### config.mk
export PLATFORM = sky130hd
export DESIGN_NAME = lif_array
export DESIGN_NICKNAME = d
export VERILOG_FILES = /design/src/rtl/lif_pkg.sv /design/src/rtl/lif_update.sv /design/src/rtl/lif_array.sv
export SDC_FILE = /design/constraint.sdc
export NUM_CORES = 1
export LEC_CHECK = 0
export ABC_AREA = 1
export BUFFER_PORTS_ARGS = -buffer_cell sky130_fd_sc_hd__buf_2
export CAP_MARGIN = 20
export CORE_ASPECT_RATIO = 1.25
export CORE_MARGIN = 2
export CORE_UTILIZATION = 30
export CTS_BUF_LIST = sky130_fd_sc_hd__clkbuf_8
export CTS_CLUSTER_DIAMETER = 30
export DETAILED_ROUTE_END_ITERATION = 10
export GPL_ROUTABILITY_DRIVEN = 0
export PLACE_DENSITY_LB_ADDON = 0.25
export SLEW_MARGIN = 0
export SYNTH_ARGS = -nofsm -noshare
export SYNTH_HDL_FRONTEND = slang
export SYNTH_SLANG_ARGS = --single-unit
### constraint.sdc
create_clock -name clk -period 5.35 [get_ports clk]
set_input_delay 1.07 -clock clk [delete_from_list [all_inputs] [get_ports clk]]
set_output_delay 1.07 -clock clk [all_outputs]
set_load 0.02 [all_outputs]
### src/rtl/lif_pkg.sv
// Shared encodings and helpers for the time-multiplexed LIF neuron array.
package lif_pkg;

  localparam logic MODE_RESET    = 1'b0;
  localparam logic MODE_SUBTRACT = 1'b1;

  // Unsigned add of two operands of up to 16 bits, clipped to 2^width-1.
  function automatic logic [15:0] sat_add(logic [15:0] a, logic [15:0] b, int unsigned width);
    logic [16:0] full;
    logic [16:0] max_val;
    full    = {1'b0, a} + {1'b0, b};
    max_val = (17'd1 << width) - 17'd1;
    return (full > max_val) ? 16'(max_val) : 16'(full);
  endfunction

  // Bits needed to hold 0..max_val, never less than one.
  function automatic int unsigned cnt_width(int unsigned max_val);
    return (max_val < 1) ? 1 : $clog2(max_val + 1);
  endfunction

endpackage

### src/rtl/lif_update.sv
// Combinational single-neuron leak/integrate/fire step shared by all neurons.
module lif_update
  import lif_pkg::*;
#(
  parameter int unsigned WIDTH         = 8,
  parameter int unsigned LEAK_SHIFT    = 3,
  parameter int unsigned REFRAC_SWEEPS = 2,
  parameter int unsigned RW            = 2
) (
  input  logic [WIDTH-1:0] state,
  input  logic [RW-1:0]    refrac,
  input  logic [WIDTH-1:0] stim,
  input  logic [WIDTH-1:0] threshold,
  input  logic             mode,
  output logic [WIDTH-1:0] state_next,
  output logic [RW-1:0]    refrac_next,
  output logic             spike
);

  logic [WIDTH-1:0] leaked;
  logic [15:0]      sat_full;
  logic [WIDTH-1:0] sum;

  always_comb begin
    state_next  = '0;
    refrac_next = refrac;
    spike       = 1'b0;
    // Leak never underflows: s >> k <= s.
    leaked      = state - (state >> LEAK_SHIFT);
    sat_full    = sat_add(16'(leaked), 16'(stim), WIDTH);
    sum         = WIDTH'(sat_full);
    if (refrac != '0) begin
      refrac_next = refrac - RW'(1);
    end else if (sum >= threshold) begin
      spike       = 1'b1;
      refrac_next = RW'(REFRAC_SWEEPS);
      state_next  = (mode == MODE_SUBTRACT) ? sum - threshold : '0;
    end else begin
      state_next = sum;
    end
  end

endmodule

### src/rtl/lif_array.sv
// Round-robin array of LIF neurons: one shared datapath updates neuron ptr per enabled clock.
module lif_array
  import lif_pkg::*;
#(
  parameter int unsigned WIDTH         = 8,
  parameter int unsigned N_NEURONS     = 4,
  parameter int unsigned LEAK_SHIFT    = 3,
  parameter int unsigned REFRAC_SWEEPS = 2,
  localparam int unsigned IW           = $clog2(N_NEURONS),
  localparam int unsigned RW           = cnt_width(REFRAC_SWEEPS)
) (
  input  logic                       clk,
  input  logic                       rst_n,
  input  logic                       enable,
  input  logic                       mode,
  input  logic [WIDTH-1:0]           threshold,
  input  logic [N_NEURONS*WIDTH-1:0] stim_current,
  input  logic [IW-1:0]              sel,
  output logic [N_NEURONS-1:0]       spike,
  output logic [WIDTH-1:0]           state_out,
  output logic [IW-1:0]              active_idx,
  output logic                       sweep_done
);

  logic [WIDTH-1:0]     state_q  [N_NEURONS];
  logic [RW-1:0]        refrac_q [N_NEURONS];
  logic [N_NEURONS-1:0] spike_q;
  logic [IW-1:0]        ptr_q, ptr_d;
  logic                 sweep_q;
  logic                 last_slot;

  logic [WIDTH-1:0] cur_state, cur_stim, upd_state;
  logic [RW-1:0]    cur_refrac, upd_refrac;
  logic             upd_spike;

  always_comb begin
    cur_state  = '0;
    cur_refrac = '0;
    cur_stim   = '0;
    for (int i = 0; i < N_NEURONS; i++) begin
      if (ptr_q == IW'(i)) begin
        cur_state  = state_q[i];
        cur_refrac = refrac_q[i];
        cur_stim   = stim_current[i*WIDTH +: WIDTH];
      end
    end
    last_slot = (ptr_q == IW'(N_NEURONS - 1));
    ptr_d     = last_slot ? '0 : ptr_q + IW'(1);
  end

  lif_update #(
    .WIDTH        (WIDTH),
    .LEAK_SHIFT   (LEAK_SHIFT),
    .REFRAC_SWEEPS(REFRAC_SWEEPS),
    .RW           (RW)
  ) u_update (
    .state      (cur_state),
    .refrac     (cur_refrac),
    .stim       (cur_stim),
    .threshold  (threshold),
    .mode       (mode),
    .state_next (upd_state),
    .refrac_next(upd_refrac),
    .spike      (upd_spike)
  );

  always_ff @(posedge clk or negedge rst_n) begin
    if (!rst_n) begin
      for (int i = 0; i < N_NEURONS; i++) begin
        state_q[i]  <= '0;
        refrac_q[i] <= '0;
      end
      spike_q <= '0;
      ptr_q   <= '0;
      sweep_q <= 1'b0;
    end else begin
      sweep_q <= enable && last_slot;
      if (enable) begin
        for (int i = 0; i < N_NEURONS; i++) begin
          if (ptr_q == IW'(i)) begin
            state_q[i]  <= upd_state;
            refrac_q[i] <= upd_refrac;
            spike_q[i]  <= upd_spike;
          end
        end
        ptr_q <= ptr_d;
      end
    end
  end

  // Debug mux; selectors past the last neuron read as zero.
  always_comb begin
    state_out = '0;
    for (int i = 0; i < N_NEURONS; i++) begin
      if (sel == IW'(i)) state_out = state_q[i];
    end
  end

  assign spike      = spike_q;
  assign active_idx = ptr_q;
  assign sweep_done = sweep_q;

endmodule
==> results.py <==
metrics = {
    "logic_synthesis": {
        "yosysWarnings": 0,
        "syn_area_per_cell_um2": 7.004,
        "syn-num-nets": 645,
        "async_flop_share_pct": 100.0,
        "synth_cell_types": 40,
        "syn-cell-area_mm2": 0.004006,
        "synth_flop_cell": "dfrtp_1",
        "synth_area_leader_cell": "dfrtp_1",
        "seq_area_frac_synth_pct": 29.36,
        "postSynthCellCount": 572,
        "synthTopCellsByArea": "dfrtp_1 29%, nand2_1 18%, ha_1 7.8%, nand3_1 4.5%, inv_1 4.5%",
        "ys_ff_latch": 47,
        "synth_top_area_share_pct": 29.36,
        "synth-edff-count": 0,
    },
    "floorplanning": {
        "die_w_um": 107.4,
        "die_y_um": 133.2,
        "initial_core_util_pct": 30.41,
        "core_mm2": 0.01317,
        "ios": 61,
        "rows": 47,
        "die-area_mm2": 0.01430,
    },
    "route": {
        "drt_iter0_drc": 304,
        "wl_per_cell_um": 16.01,
        "routed.top_layer": "met4",
        "drt-total-wl_um": 12960,
        "route.met2.wl_um": 6592,
        "viasPerCell": 5.068,
        "drt-met1-wl_um": 5531,
        "dr.pass1.iters": 5,
        "wl_met3_um": 481,
        "vias": 4100,
        "drcViolationCount": 0,
        "ant_nets": 0,
    },
    "timing": {
        "max_slew_margin_pct": 53.88,
        "fin_crit_sh_pct": 91.95,
        "skew_ps": 8.824,
        "slew_viol_final": 0,
        "setup_viol": 0,
        "hold_viol": 0,
        "finalCriticalPeriod_ps": 4919,
        "worst_pin_slew_ps": 690.1,
        "max_freq_ghz": 0.2033,
    },
    "cells_and_area": {
        "syn_to_final_growth_pct": 16.24,
        "multi_input_area_mm2": 0.002511,
        "stdcell_count": 809,
        "fill_cells": 1419,
        "seq_area_mm2": 0.001176,
        "drive_gt1_share_pct": 21.47,
        "fin_nets": 710,
        "antenna_cells": 0,
    },
    "clocking": {
        "cts_tree": "yes",
        "root_buffer": "clkbuf_8",
        "cts_buffers": 5,
        "clock_path_buffers": 2,
        "clkSinkCount": 47,
        "clock_latency_ps": 300,
        "clkTransAtPathRegs_ps": 90,
        "cts_max_level": 2,
        "hold_buffers": 0,
    },
    "placement": {
        "placedCellCount": 794,
        "dp_hpwl_um": 10070,
        "io_buffers": 60,
    },
    "job": {
        "cap_violations": 0,
    },
    "run_status": {
        "outcome": "complete, no violations",
    },
    "setup_path": {
        "arrival_ps": 5090,
        "cp-start-kind": "flip-flop",
        "slowest_stage": "dfrtp_1",
        "worst_path_most_repeated_cell": "nand2_1",
        "worst_setup_path_end_kind": "flip-flop",
        "critPathMaxStageDelay_ps": 410,
        "path_class": "reg -> reg",
        "ff2ff_setup_slack_ps": 430,
        "crit_required_ps": 5520,
        "cp_max_fo": 12,
    },
    "grt": {
        "grt_usage_pct": 18.06,
        "first_global_vias": 4001,
        "antenna_found_initial": 0,
        "grt_pass1_wl_um": 20630,
        "grt_max_degree": 48,
        "grt.overflow.total": 0,
    },
    "hold_path": {
        "worstHoldPathType": "reg -> reg",
    },
}
[path summary, 6_finish.rpt]
kind                                           start                         to  cells past startpoint
setup / recovery           active_idx[0]$_DFFE_PN0P_    state_q[26]$_DFFE_PN0P_                     29
setup reg to reg           active_idx[0]$_DFFE_PN0P_    state_q[26]$_DFFE_PN0P_                     29
max in group asynchronous                      rst_n    state_q[16]$_DFFE_PN0P_                      2
min in group asynchronous                      rst_n  active_idx[0]$_DFFE_PN0P_                      1
hold / removal                  spike[0]$_DFFE_PN0P_       spike[0]$_DFFE_PN0P_                      2
hold reg to reg                 spike[0]$_DFFE_PN0P_       spike[0]$_DFFE_PN0P_                      2
[area by class of cell]
type,count,area share [%]
tap,171,4.594
clock inverter,2,0.2687
sequential,47,25.26
clock buffer,6,1.773
timing repair buffer,76,9.377
multi-input combinational,450,53.92
inverter,57,4.809
[state kept, by name (all words and copies together) (netlist names)]
name        count
refrac_q        8
spike           4
sweep_done      1
active_idx      2
state_q        32
[synth_stat cells, drive strengths merged, types with 4 or more instances]
master,number
a21oi,35
a221oi,10
a22oi,4
buf,11
clkbuf,7
dfrtp,47
ha,25
inv,56
nand2,209
nand3,39
nand4,19
nor2,33
o21a,4
o21ai,48
o31ai,6
xnor2,6
[placed cells by master (no fill, tap or decap), types with 3 or more instances in the layout]
cell type | netlist | layout
nand2_4 | 5 | 5
o21ai_1 | 23 | 23
a21oi_1 | 27 | 27
xnor2_1 | 6 | 6
nand2_1 | 194 | 194
inv_1 | 48 | 49
a21oi_2 | 7 | 7
ha_1 | 25 | 22
inv_2 | 5 | 5
o21ai_2 | 6 | 7
nor2_2 | 4 | 4
a22oi_1 | 4 | 4
dfrtp_1 | 47 | 47
nand4_1 | 19 | 19
nand3_2 | 3 | 3
clkbuf_8 | 0 | 6
nand3_1 | 36 | 36
buf_2 | 4 | 60
o21ai_0 | 18 | 17
o31ai_1 | 6 | 6
nand2_2 | 10 | 10
buf_4 | 1 | 14
o21a_1 | 4 | 4
a221oi_1 | 10 | 10
nor2_1 | 29 | 29
[timing repair]
action	4_1_cts	5_1_grt
endpoints found under the setup margin	0	40
resized for setup	0	7
setup buffers	0	6
[cell families (layout without fill, tap and decap cells)]
| kind of cell | Yosys count | in the layout | share of synthesized area [%] |
|---|---|---|---|
| AO/OA/AOI/OAI | 113 | 113 | 18.43 |
| XOR/XNOR | 8 | 8 | 1.749 |
| adder cells (fa/ha/maj) | 27 | 27 | 8.807 |
| buffers and inverters | 75 | 141 | 8.620 |
| flip-flops | 47 | 47 | 29.36 |
| AND/OR/NAND/NOR | 302 | 302 | 33.04 |
[stage by stage]
stage | hold slack (ps) | utilization [%] | setup WS [ps] | instance area, um2 | setup TNS, ps
2_1_floorplan | 449.2 | - | 478.7 | 4006 | 0
3_3_place_gp | 465.4 | 33.91 | 437.8 | 4467 | 0
3_5_place_dp | 473.3 | 33.91 | 310.8 | 4467 | 0
4_1_cts | 495.7 | 34.63 | 273.9 | 4562 | 0
5_1_grt | 522.4 | 35.35 | -17.65 | 4657 | -30.33
6_report | 491.1 | 35.35 | 430.8 | 4657 | 0
[layer usage]
layer | up-vias | track usage (%)
li1 | 2034 | -
met1 | 1907 | 22.50
met2 | 140 | 32.95
met3 | 19 | 1.321
met4 | 0 | 5.484
met5 | - | 0
[worst max-delay path, delay by kind of cell (launching register included)]
kind	cells	cell delay (ps)
flip-flops	1	410
buffers and inverters	5	600
AO/OA/AOI/OAI	8	1210
adder cells (fa/ha/maj)	5	1500
AND/OR/NAND/NOR	11	1040
Power is left out: the tool's default activity adds up to more than one toggle a clock period on the data nets, which glitch-free logic cannot reach.
